$ cat config.mk
export PLATFORM = sky130hd
export DESIGN_NAME = fp_series_feeder
export DESIGN_NICKNAME = d
export VERILOG_FILES = /design/src/rtl/fp_series_feeder.sv
export SDC_FILE = /design/constraint.sdc
export NUM_CORES = 1
export LEC_CHECK = 0
export ABC_AREA = 0
export BUFFER_PORTS_ARGS = -buffer_cell sky130_fd_sc_hd__buf_4
export CORE_ASPECT_RATIO = 1.2
export CORE_MARGIN = 5
export CORE_UTILIZATION = 40
export DETAILED_ROUTE_END_ITERATION = 10
export MAX_ROUTING_LAYER = met4
export PLACE_DENSITY = 0.63
export SLEW_MARGIN = 5
export SYNTH_ARGS = -nofsm -noshare
export SYNTH_HDL_FRONTEND = slang
export SYNTH_SLANG_ARGS = --single-unit
export TNS_END_PERCENT = 5
$ cat constraint.sdc
create_clock -name clk -period 13.94 [get_ports clk]
set_input_delay 0.697 -clock clk [delete_from_list [all_inputs] [get_ports clk]]
set_output_delay 0.697 -clock clk [all_outputs]
set_load 0.02 [all_outputs]
$ cat src/rtl/fp_series_feeder.sv
// fp_series_feeder: framing stage in front of the pairwise FP32 adder tree.
// Gathers one frame of N sanitized operands over a valid/ready stream,
// replays the frame back-to-back on the tree's load port, then waits for
// the tree to settle before pulsing sum_valid.
//
// state   | meaning
// --------+-----------------------------------------------------------
// S_FILL  | accepting operands into the frame buffer (in_ready = 1)
// S_BURST | replaying buffer words 0..N-1, one per clock, no stall
// S_WAIT  | holding off while the tree settles; sum_valid on last cycle
module fp_series_feeder #(
  parameter int N      = 8,
  parameter int SETTLE = 8
) (
  input  logic        clk,
  input  logic        reset,
  input  logic [31:0] in_data,
  input  logic        in_valid,
  output logic        in_ready,
  input  logic        flush,
  output logic [31:0] out_data,
  output logic        out_valid,
  output logic        out_first,
  output logic        out_last,
  output logic        sum_valid,
  output logic        nan_seen,
  output logic        denorm_seen,
  output logic        busy
);

  localparam int CW = $clog2(N) + 1;
  localparam int IW = $clog2(N);
  localparam int SW = (SETTLE > 0) ? $clog2(SETTLE + 1) : 1;

  typedef enum logic [1:0] {S_FILL, S_BURST, S_WAIT} state_t;

  state_t          state_q, state_d;
  logic [CW-1:0]   fill_cnt_q, fill_cnt_d;
  logic [IW-1:0]   rd_idx_q, rd_idx_d;
  logic [SW-1:0]   settle_q, settle_d;
  logic            nan_q, nan_d;
  logic            den_q, den_d;
  logic [31:0]     mem_q [N];

  logic [7:0]      in_exp;
  logic [22:0]     in_man;
  logic            in_is_nan;
  logic            in_is_den;
  logic [31:0]     in_san;
  logic            accept;
  logic            flush_eff;
  logic [CW-1:0]   fill_next;

  // Operand sanitization: quiet NaN canonicalization and denormal flush to signed zero
  always_comb begin
    in_exp    = in_data[30:23];
    in_man    = in_data[22:0];
    in_is_nan = (in_exp == 8'hFF) && (in_man != 23'd0);
    in_is_den = (in_exp == 8'h00) && (in_man != 23'd0);
    if (in_is_nan) begin
      in_san = 32'h7FC0_0000;
    end else if (in_is_den) begin
      in_san = {in_data[31], 31'd0};
    end else begin
      in_san = in_data;
    end
  end

  // Accept/flush qualification; a flush is only meaningful once the frame holds a word
  always_comb begin
    accept    = in_valid && (state_q == S_FILL);
    fill_next = fill_cnt_q + (accept ? CW'(1) : CW'(0));
    flush_eff = flush && (state_q == S_FILL) && (fill_next != CW'(0));
  end

  // Frame buffer: store accepted word, then zero every slot beyond it on flush
  always_ff @(posedge clk) begin
    for (int i = 0; i < N; i++) begin
      if (accept && (fill_cnt_q == CW'(i))) begin
        mem_q[i] <= in_san;
      end else if (flush_eff && (CW'(i) >= fill_next)) begin
        mem_q[i] <= 32'h0000_0000;
      end
    end
  end

  // State and counter registers
  always_ff @(posedge clk or posedge reset) begin
    if (reset) begin
      state_q    <= S_FILL;
      fill_cnt_q <= '0;
      rd_idx_q   <= '0;
      settle_q   <= '0;
      nan_q      <= 1'b0;
      den_q      <= 1'b0;
    end else begin
      state_q    <= state_d;
      fill_cnt_q <= fill_cnt_d;
      rd_idx_q   <= rd_idx_d;
      settle_q   <= settle_d;
      nan_q      <= nan_d;
      den_q      <= den_d;
    end
  end

  // Next-state and output decode
  always_comb begin
    state_d    = state_q;
    fill_cnt_d = fill_cnt_q;
    rd_idx_d   = rd_idx_q;
    settle_d   = settle_q;
    nan_d      = nan_q;
    den_d      = den_q;
    in_ready   = 1'b0;
    out_data   = 32'h0000_0000;
    out_valid  = 1'b0;
    out_first  = 1'b0;
    out_last   = 1'b0;
    sum_valid  = 1'b0;

    unique case (state_q)
      S_FILL: begin
        in_ready = 1'b1;
        if (accept) begin
          fill_cnt_d = fill_next;
          // first word of a frame restarts the sticky flags
          if (fill_cnt_q == CW'(0)) begin
            nan_d = in_is_nan;
            den_d = in_is_den;
          end else begin
            nan_d = nan_q | in_is_nan;
            den_d = den_q | in_is_den;
          end
        end
        if ((accept && (fill_next == CW'(N))) || flush_eff) begin
          state_d  = S_BURST;
          rd_idx_d = '0;
        end
      end
      S_BURST: begin
        out_valid = 1'b1;
        out_data  = mem_q[rd_idx_q];
        out_first = (rd_idx_q == IW'(0));
        out_last  = (rd_idx_q == IW'(N - 1));
        if (rd_idx_q == IW'(N - 1)) begin
          state_d  = S_WAIT;
          settle_d = SW'(SETTLE);
        end else begin
          rd_idx_d = rd_idx_q + IW'(1);
        end
      end
      S_WAIT: begin
        // WAIT spans SETTLE+1 cycles so sum_valid lands N+SETTLE after out_first
        if (settle_q == SW'(0)) begin
          sum_valid  = 1'b1;
          state_d    = S_FILL;
          fill_cnt_d = '0;
          rd_idx_d   = '0;
        end else begin
          settle_d = settle_q - SW'(1);
        end
      end
      default: begin
        state_d = S_FILL;
      end
    endcase
  end

  assign nan_seen    = nan_q;
  assign denorm_seen = den_q;
  assign busy        = (state_q != S_FILL);

endmodule

==> metrics.md, run 1 <==
| Metric | Value |
|---|---|
| Status | `finished clean` |
| Yosys cell types | `57` |
| Critical path arrival | `3.34 ns` |
| Worst-path clk slew | `0.06 ns` |
| Worst r2r path cells | `10` |
| Post-Syn Area | `12400 µm²` |
| Main combinational cell family by area after synthesis | `simple AND/OR/NAND/NOR gates` |
| Flop2flop setup slack | `9.99 ns` |
| Area Overhead vs Synth | `16.1%` |
| Hold Slack | `0.251 ns` |
| Num CTS Buffers | `28` |
| Initial antenna violation count | `0` |
| Placed cell area | `13400 µm²` |
| Setup violators final | `0` |
| I/O Pins | `76` |
| Post-synthesis compound-gate area fraction | `4.70%` |
| Largest cells by area after synthesis | `edfxtp_1 (54%), mux4_2 (12%), and2_1 (6.8%)` |
| Postcts setup bufs | `0` |
| RePlAce Congestion | `0.837` |
| Cells after synthesis | `865` |
| Post-Route WL | `30100 µm` |
| Final cell count without fillers | `1343` |
| Worst-path cell chain | `buf_4 > mux4_2 > mux2i_1 > nor2_1 > buf_4` |
| Required @ worst endpoint | `13.24 ns` |
| Critical Path Fanout Max | `46` |
| Pwr dens | `222 nW/µm²` |
| Total grt overflow | `0` |
| Global Route Usage Sum | `18.0%` |
| Sw power | `1.09 mW` |
| Post-synth EDFFs | `224` |
| Most used cell, CP | `buf_4` |
| Fin crit share | `29.0%` |
| Footprint of the multi-input gates | `4380 µm²` |
| Worst r2r src | `state_q[1]` |
| Register Area | `7750 µm²` |
| Clock Tree Buf Depth | `3` |
| CTS resizes | `0` |
| Initial Utilization | `40.6%` |
| Gate power share | `37.6%` |
| DR vias/cell | `5.41` |
| Clock Power Share | `24.6%` |
| Worst min path class | `in -> async` |
| R2R Path End | `mem_q[2][17]` |
| Ant. Diodes | `0` |
| Nets@finish | `969` |
| Reg power frac | `37.8%` |
| Slew @ Worst Pin | `1.29 ns` |
| Layout Utilization | `47.1%` |
| Max frequency | `247 MHz` |
| Core ar. | `30600 µm²` |
| Filler cell count | `2645` |
| Die height | `203 µm` |
| DR iter-0 viols | `586` |
| RSZ-0062 raised after global routing | `false` |
| Vias | `7270` |
| TritonCTS clock tree | `yes` |
| Remaining DRCs | `0` |
| Syn nets | `908` |
| CTS root buf | `clkbuf_16` |
| Final hold violation count | `0` |
| H-tree Lvls | `1` |
| Die ar. | `34700 µm²` |
| Post-synthesis mux area share | `14.3%` |
| XOR/XNOR Fraction of Synth Area | `0.353%` |
| Buffer and inverter count on the worst path | `2` |
| Levels on crit path | `5` |
| First-pass GRT wire length | `46300 µm` |
| Synth Register Bits | `271` |
| Int Pwr | `2.11 mW` |
| Critical path endpoint category | `output pin` |
| Normalized max-slew margin | `14.1%` |
| Max IR drop VDD | `0.000134 V` |
| Vias in the first global route | `7617` |
| Dpl cells | `1292` |
| Worst Setup Path Type | `reg -> out` |
| Startpoint Class | `register` |
| Row Count | `70` |
| Simple-gate share of the synthesized area | `14.7%` |
| Tmin final | `4.04 ns` |
| Worst skew pair latency | `0.55 ns` |
| Cell at the slowest stage of the critical path | `buf_4` |
| Critical Path End | `out_data[31]` |
| Port Buffer Count | `75` |
| Largest area contributor in the netlist | `edfxtp_1` |
| Adder-cell share of the synthesized area | `0.706%` |
| Commonest cells in the netlist | `edfxtp_1 (224), and2_1 (135), nor2_1 (71)` |
| Hold Buf Count CTS | `0` |
| Pins Over Slew Limit | `0` |
| Final instance area | `14400 µm²` |
| Share of the synthesized area in the top cell type | `54.2%` |
| Post-DP HPWL | `18500 µm` |
| Die width | `171 µm` |
| Final setup TNS | `0 ns` |
| Leakage | `5.13 nW` |
| Worst Skew | `0.0129 ns` |
| CP peak stage delay | `0.84 ns` |
| Count leader, synth | `edfxtp_1` |
| Max cap viols | `0` |
| Delay-heaviest family, CP | `buffers and inverters` |
| Synth warnings | `0` |
| Share of layout cells above drive strength 1 | `23.5%` |
| DRT Pass-1 Iters | `5` |
| Register area share after synthesis | `62.4%` |
| Ys flop type | `edfxtp_1` |
| Avg Cell Area, Syn | `14.3 µm²` |
| Setup crit start | `rd_idx_q[0]` |
| Final ANT Viol Nets | `0` |
| Largest net degree at the start of global routing | `68` |
| Per-cell routed wire length | `22.4 µm` |
| Asr flop ratio synth | `5.54%` |
| Sink Count | `271` |
| Switching part of the total | `34.0%` |
==> how the worst min path moves through the flow <==
stage / endpoint / slack, ns / cells past startpoint / start
floorplan: mem_q[4][22] / 0.43 / 1 / mem_q[4][22]
global placement: mem_q[4][0] / 0.45 / 1 / mem_q[4][0]
detailed placement: mem_q[4][18] / 0.45 / 1 / mem_q[4][18]
CTS: fill_cnt_q[3] / 0.27 / 2 / reset
global route: fill_cnt_q[2] / 0.30 / 2 / reset
finish: fill_cnt_q[3] / 0.25 / 2 / reset
==> layer usage <==
metal  up-vias  wire length (µm)  GRT usage [%]
met1      3733             12200           22.9
li1       3313                 -              -
met3        39              1430           1.81
met2       185             16000           31.5
met5         -                 0              -
met4         0               486           3.68
==> power by group through the flow <==
stage	clock, mW	combinational [mW]	sequential [mW]
after floorplan	0	0.832	1.17
after detailed placement	0	1.23	1.23
after global routing	0.829	1.30	1.23
after CTS	0.797	1.23	1.21
after global placement	0	1.22	1.22
final	0.786	1.20	1.21
==> area by class of cell <==
type | count | share of cell area, %
tap | 396 | 3.44
sequential | 271 | 53.8
clock buffer | 40 | 5.67
inverter | 21 | 0.547
multi-input combinational | 508 | 30.4
timing repair buffer | 96 | 5.00
clock inverter | 11 | 1.09
==> logic make-up after synthesis <==
family | count (synthesis)
buf+inv | 86
mux | 97
fa+ha+maj | 7
compound gates | 75
xor+xnor | 5
flops | 271
simple gates | 324
==> through the flow <==
| stage | worst slack (ns) | power, mW |
|---|---|---|
| final | 9.90 | 3.20 |
| after global routing | 9.57 | 3.36 |
| after detailed placement | 10.01 | 2.45 |
| after floorplan | 9.06 | 2.01 |
| after global placement | 10.06 | 2.44 |
| after CTS | 9.76 | 3.24 |
==> state kept, by name (all words and copies together), names as in the netlist <==
name	count
denorm_seen	1
mem_q	256
state_q	2
fill_cnt_q	4
rd_idx_q	3
nan_seen	1
settle_q	4
==> placed cells by master (no fill, tap or decap), types with 29 or more instances in the layout <==
cell type and count:
dfxtp_1 32, nand2_1 31, nor2b_1 51, edfxtp_1 224, clkbuf_16 29, a22o_1 33, mux2i_1 32, nor2_1 71
and2_1 135, mux4_2 64, buf_4 96
Power figures use the tool's default switching activity.
==> run 2, diff against run 1 <==
--- a/config.mk
+++ b/config.mk
@@ -5,7 +5,7 @@
 export SDC_FILE = /design/constraint.sdc
 export NUM_CORES = 1
 export LEC_CHECK = 0
-export ABC_AREA = 0
+export ABC_AREA = 1
 export BUFFER_PORTS_ARGS = -buffer_cell sky130_fd_sc_hd__buf_4
 export CORE_ASPECT_RATIO = 1.2
 export CORE_MARGIN = 5
==> constraint.sdc (replaced) <==
create_clock -name clk -period 4.11 [get_ports clk]
set_input_delay 0.2055 -clock clk [delete_from_list [all_inputs] [get_ports clk]]
set_output_delay 0.2055 -clock clk [all_outputs]
set_load 0.02 [all_outputs]
==> metrics.md, run 2 <==
| Metric | Value |
|---|---|
| Post-synth EDFFs | `224 (unchanged)` |
| Post-Route WL | `33600 µm (+12%)` |
| Worst Skew | `0.0169 ns (+0.00400 ns)` |
| Die width | `171 µm (+0.13%)` |
| Slew @ Worst Pin | `1.08 ns (-0.206 ns)` |
| Final cell count without fillers | `1733 (+29%)` |
| Max cap viols | `0 (unchanged)` |
| Fin crit share | `80.5%` |
| RSZ-0062 raised after global routing | `false` |
| Final ANT Viol Nets | `0 (unchanged)` |
| Normalized max-slew margin | `27.8% (+14 points)` |
| Dpl cells | `1675 (+30%)` |
| Largest net degree at the start of global routing | `67 (-1.5%)` |
| Required @ worst endpoint | `4.34 ns (-8.90 ns)` |
| Pins Over Slew Limit | `0 (unchanged)` |
| Register area share after synthesis | `62.2% (-0.18 points)` |
| Sink Count | `271 (unchanged)` |
| Pwr dens | `725 nW/µm² (+230%)` |
| Yosys cell types | `35 (-39%)` |
| Largest area contributor in the netlist | `edfxtp_1` |
| Largest cells by area after synthesis | `edfxtp_1 (54%), nor2_1 (11%), o21ai_0 (6.6%)` |
| Worst-path cell chain | `inv_2 > nand2_2 > nor2_4 > ha_1 > ha_1 > inv_1 > nand2_2 > nand2_4 > nand2_2 > nand3_4 > o21bai_4 > nor2_4 > nor2_1` |
| Setup violators final | `0 (unchanged)` |
| Core ar. | `30600 µm² (unchanged)` |
| Initial Utilization | `40.7% (+0.11 points)` |
| Worst skew pair latency | `0.53 ns (-0.02 ns)` |
| Commonest cells in the netlist | `nor2_1 (354), edfxtp_1 (224), o21ai_0 (164)` |
| Share of the synthesized area in the top cell type | `54.1% (-0.15 points)` |
| Final hold violation count | `0 (unchanged)` |
| Per-cell routed wire length | `19.4 µm (-14%)` |
| Tmin final | `3.31 ns` |
| Critical Path Fanout Max | `32 (-30%)` |
| Worst-path clk slew | `0.07 ns (about the same)` |
| Ys flop type | `edfxtp_1` |
| Vias | `9503 (+31%)` |
| H-tree Lvls | `1 (unchanged)` |
| Global Route Usage Sum | `19.7% (+1.6 points)` |
| Max frequency | `302 MHz` |
| Cells after synthesis | `1275 (+47%)` |
| Share of layout cells above drive strength 1 | `13.1% (-10 points)` |
| Vias in the first global route | `9595 (+26%)` |
| Ant. Diodes | `0 (unchanged)` |
| Cell at the slowest stage of the critical path | `nor2_4` |
| Count leader, synth | `nor2_1` |
| Die ar. | `34700 µm² (+0.27%)` |
| Startpoint Class | `register` |
| CP peak stage delay | `0.66 ns (-0.18 ns)` |
| Worst Setup Path Type | `reg -> reg` |
| Most used cell, CP | `nand2_2` |
| Synth Register Bits | `271 (unchanged)` |
| Synth warnings | `0 (unchanged)` |
| CTS root buf | `clkbuf_16` |
| Commonest non-fill, non-tap cell in the layout | `nor2_1` |
| Hold Slack | `0.0279 ns (-0.223 ns)` |
| Total grt overflow | `0 (unchanged)` |
| Clock Tree Buf Depth | `3 (unchanged)` |
| Post-DP HPWL | `20200 µm (+9.6%)` |
| Postcts setup bufs | `0 (unchanged)` |
| Post-Syn Area | `12400 µm² (+0.28%)` |
| Status | `finished clean` |
| DRT Pass-1 Iters | `5 (unchanged)` |
| Final setup TNS | `0 ns (unchanged)` |
| Critical path endpoint category | `register` |
| Initial antenna violation count | `0 (unchanged)` |
| Syn nets | `1318 (+45%)` |
| DR iter-0 viols | `801 (+37%)` |
| Row Count | `70 (unchanged)` |
| Max reg flops | `256 (unchanged)` |
| Max IR drop VDD | `0.000299 V (+120%)` |
| TritonCTS clock tree | `yes` |
| Die height | `203 µm (+0.14%)` |
| Port Buffer Count | `75 (unchanged)` |
| Top Registers | `mem_q: 256 flops, fill_cnt_q: 4 flops, settle_q: 4 flops` |
| Area Overhead vs Synth | `15.2%` |
| Commonest non-fill, non-tap cells in the layout | `nor2_1 (352), edfxtp_1 (224), o21ai_0 (162), buf_4 (92), o22ai_1 (91)` |
| Leakage | `5.42 nW (+5.8%)` |
| First-pass GRT wire length | `52800 µm (+14%)` |
| DR vias/cell | `5.48 (+1.3%)` |
| Asr flop ratio synth | `5.54% (unchanged)` |
| RePlAce Congestion | `0.829 (-0.98%)` |
| Nets@finish | `1360 (+40%)` |
| Avg Cell Area, Syn | `9.76 µm² (-32%)` |
| Remaining DRCs | `0 (unchanged)` |
| I/O Pins | `76 (unchanged)` |
| Num CTS Buffers | `26 (-7.1%)` |
| Top reg by flops | `mem_q` |
| CTS resizes | `0 (unchanged)` |
| Critical path arrival | `3.54 ns (+0.20 ns)` |
| Worst min path class | `in -> reg` |
## run 2: cell types whose count changed in the layout (fill, tap and decap cells not counted), sizes merged, moves of 51 or more
cell,change
and2,-135
inv,+76
mux4,-64
nor2,+289
nor2b,-51
o21ai,+162
o22ai,+88
nand3,+65
## run 2: area by class of cell
type                            instances  area, µm²
Sequential cell                       271       7750
Clock inverter                         12        159
Timing Repair Buffer                  108        911
Tap cell                              396        495
Fill cell                            2820      16200
Clock buffer                           36        739
Inverter                               99        373
Multi-Input combinational cell        811       3900
## run 2: metal layers
metal / routed length [µm] / track usage [%]
met4: 1040 / 6.34
met1: 13500 / 24.1
met2: 17100 / 34.1
met5: 0 / -
met3: 2000 / 2.15
## run 2: logic make-up after synthesis
logic type | after synthesis | synth area share (%)
compound gates | 295 | 13.2
buf+inv | 193 | 6.72
flops | 271 | 62.2
simple gates | 509 | 17.2
fa+ha+maj | 7 | 0.704
## run 2: worst max-delay path: cells and delay by family (launching register included)
kind,cells,cell delay (ns)
compound gates,1,0.33
fa+ha+maj,2,0.46
buf+inv,2,0.15
flops,1,0.42
simple gates,8,1.63
## run 2: final timing paths
kind,startpoint,end,slack [ns],depth (start not counted)
max,state_q[1],mem_q[5][4],0.80,13
min,in_data[22],mem_q[4][22],0.03,5
max reg2reg,state_q[1],mem_q[5][4],0.80,13
min reg2reg,mem_q[4][24],mem_q[4][24],0.46,2
max in group asynchronous,reset,rd_idx_q[0],3.36,3
min in group asynchronous,reset,rd_idx_q[2],0.30,3
## run 2: what timing repair did
action                                  CTS  global route
endpoints found under the hold margin    26             0
endpoints found under the setup margin    0             0
hold buffers                             10             0
## run 2: power by group
part / switching [mW] / total (mW) / internal, mW
combinational: 2.76 / 4.05 / 1.28
sequential: 0.186 / 3.83 / 3.64
clock: 1.00 / 2.51 / 1.51
total: 3.95 / 10.4 / 6.43
## run 2: stage by stage
stage                     setup WS (ns)  total power [mW]  util [%]  area (µm²)
after floorplan                  -0.189              6.48         -       12400
after global placement            0.954              7.87      43.6       13300
after detailed placement          0.793              7.95      43.6       13300
after CTS                         0.756              10.4      46.9       14300
after global routing              0.570              11.0      46.9       14300
final                             0.800              10.4      46.9       14300
==> run 3, diff against run 2 <==
==> constraint.sdc (replaced) <==
create_clock -name clk -period 3.4 [get_ports clk]
set_input_delay 0.17 -clock clk [delete_from_list [all_inputs] [get_ports clk]]
set_output_delay 0.17 -clock clk [all_outputs]
set_load 0.02 [all_outputs]
==> metrics.md, run 3 (synthesis gave the netlist of run 2 again) <==
| Metric | Value |
|---|---|
| Final cell count without fillers | `1752 (+1.1%)` |
| Top reg by flops | `mem_q` |
| Tmin final | `3.01 ns (-0.302 ns)` |
| Row Count | `70 (unchanged)` |
| Met2 Use GR | `33.4% (-0.63 points)` |
| Critical path arrival | `3.22 ns (-0.32 ns)` |
| Max cap viols | `0 (unchanged)` |
| Postcts setup bufs | `0 (unchanged)` |
| Final hold violation count | `0 (unchanged)` |
| Largest net degree at the start of global routing | `132 (+97%)` |
| RePlAce Congestion | `0.845 (+1.9%)` |
| Port Buffer Count | `75 (unchanged)` |
| Commonest non-fill, non-tap cells in the layout | `nor2_1 (352), edfxtp_1 (224), o21ai_0 (162), buf_4 (109), o22ai_1 (91)` |
| Share of layout cells above drive strength 1 | `14.0% (+0.92 points)` |
| CTS root buf | `clkbuf_16` |
| DRT Pass-1 Iters | `5 (unchanged)` |
| Worst min path class | `in -> reg` |
| I/O Pins | `76 (unchanged)` |
| Most Crowded Layer GR | `met2` |
| Post-DP HPWL | `20800 µm (+3.1%)` |
| R2R Path End | `mem_q[1][6]` |
| Max frequency | `332 MHz (+10%)` |
| Worst Setup Path Type | `reg -> reg` |
| Final ANT Viol Nets | `0 (unchanged)` |
| Worst r2r src | `state_q[1]` |
| Critical Path Fanout Max | `18 (-44%)` |
| Worst Skew | `0.0171 ns (+0.000238 ns)` |
| Die width | `171 µm (unchanged)` |
| Flop2flop setup slack | `0.39 ns (-0.41 ns)` |
| Vias | `9647 (+1.5%)` |
| Leakage | `5.47 nW (+0.90%)` |
| Vias in the first global route | `9457 (-1.4%)` |
| Post-Route WL | `35000 µm (+4.1%)` |
| DR vias/cell | `5.51 (+0.41%)` |
| Per-cell routed wire length | `20.0 µm (+3.0%)` |
| Status | `finished clean` |
| Num CTS Buffers | `28 (+7.7%)` |
| Initial antenna violation count | `0 (unchanged)` |
| Setup violators final | `0 (unchanged)` |
| Worst skew pair latency | `0.54 ns (about the same)` |
| Filler cell count | `2813 (-0.25%)` |
| Register Area | `7750 µm² (unchanged)` |
| Met1 Use GR | `27.1% (+3.0 points)` |
| Dpl cells | `1689 (+0.84%)` |
| Total grt overflow | `0 (unchanged)` |
| Total Power | `12.6 mW (+21%)` |
| Layout Utilization | `47.1% (+0.20 points)` |
| Final setup TNS | `0 ns (unchanged)` |
| Worst r2r path cells | `12 (-1)` |
| Critical path endpoint category | `register` |
| Core ar. | `30600 µm² (unchanged)` |
| Footprint of the multi-input gates | `3910 µm² (+0.22%)` |
| Die height | `203 µm (unchanged)` |
| Required @ worst endpoint | `3.62 ns (-0.72 ns)` |
| Normalized max-slew margin | `45.2% (+17 points)` |
| Clock Tree Buf Depth | `3 (unchanged)` |
| Remaining DRCs | `0 (unchanged)` |
| DR iter-0 viols | `952 (+19%)` |
| Min-delay src | `in_valid` |
| Nets@finish | `1377 (+1.3%)` |
| Hold Slack | `0.0690 ns (+0.0411 ns)` |
| Worst-path clk slew | `0.06 ns (about the same)` |
| RSZ-0062 raised after global routing | `false` |
| TritonCTS clock tree | `yes` |
| Initial Utilization | `40.7% (unchanged)` |
| Global Route Usage Sum | `20.5% (+0.81 points)` |
| Final worst slack | `0.392 ns (-0.408 ns)` |
| Ant. Diodes | `0 (unchanged)` |
| Sink Count | `271 (unchanged)` |
| Max IR drop VDD | `0.000408 V (+36%)` |
| Pins Over Slew Limit | `0 (unchanged)` |
| Slew @ Worst Pin | `0.821 ns (-0.261 ns)` |
| Place WS | `0.425 ns (-0.368 ns)` |
| Fin crit share | `88.5% (+7.9 points)` |
| Max reg flops | `256 (unchanged)` |
| Startpoint Class | `register` |
| Commonest non-fill, non-tap cell in the layout | `nor2_1` |
| GRT met3 Usage | `2.40% (+0.25 points)` |
| Placed cell area | `13400 µm² (+0.57%)` |
| First-pass GRT wire length | `54300 µm (+2.8%)` |
| WHS Endpoint | `fill_cnt_q[0]` |
| Area Overhead vs Synth | `15.7%` |
| Hold Crit Depth | `5 (unchanged)` |
| Die ar. | `34700 µm² (unchanged)` |
| Pwr dens | `875 nW/µm² (+21%)` |
| Final instance area | `14400 µm² (+0.44%)` |
| H-tree Lvls | `1 (unchanged)` |
| Top Registers | `mem_q: 256 flops, fill_cnt_q: 4 flops, settle_q: 4 flops` |
-- run 3: metal layers --
metal  vias up  part of all wire (%)
met4         0                   2.7
li1       4522                     -
met3        67                   7.4
met1      4637                    41
met2       421                    49
met5         -                     0
-- run 3: layout make-up --
type | count | area share [%]
flip-flops and latches | 271 | 53.8
multi-input cells | 811 | 27.2
repair buffers | 123 | 6.87
clock buffers | 46 | 5.83
well taps | 396 | 3.44
inverters | 99 | 2.59
clock inverters | 6 | 0.243
-- run 3: worst max-delay path by stage --
stage	startpoint	end	slack, ns	cells after the start
floorplan	state_q[0]	mem_q[1][0]	-0.03	11
global placement	state_q[1]	mem_q[1][13]	0.50	12
detailed placement	state_q[1]	mem_q[1][14]	0.43	12
CTS	state_q[1]	mem_q[1][6]	0.39	12
global route	state_q[1]	mem_q[2][9]	0.14	14
finish	state_q[1]	mem_q[1][6]	0.39	12
-- run 3: report_power, final --
part	switching, mW	internal (mW)
Sequential	0.188	4.41
Combinational	3.48	1.58
Clock	1.25	1.68
Total	4.92	7.66
-- run 3: critical path, stage by stage (launching register included) --
cell and delay (ns):
dfrtp_1 0.43, inv_2 0.08, nand2_2 0.08, nor2_4 0.18
ha_1 0.25, ha_1 0.22, nand2_1 0.07, nand2_1 0.10
nor2_1 0.05, nand2_1 0.05, nand2_1 0.21, o21ai_4 0.56
buf_4 0.38
-- run 3: timing repair --
action / CTS / global route
endpoints found under the hold margin: 27 / 0
endpoints found under the setup margin: 0 / 0
hold buffers: 11 / 0
gates resized for setup: 0 / 0
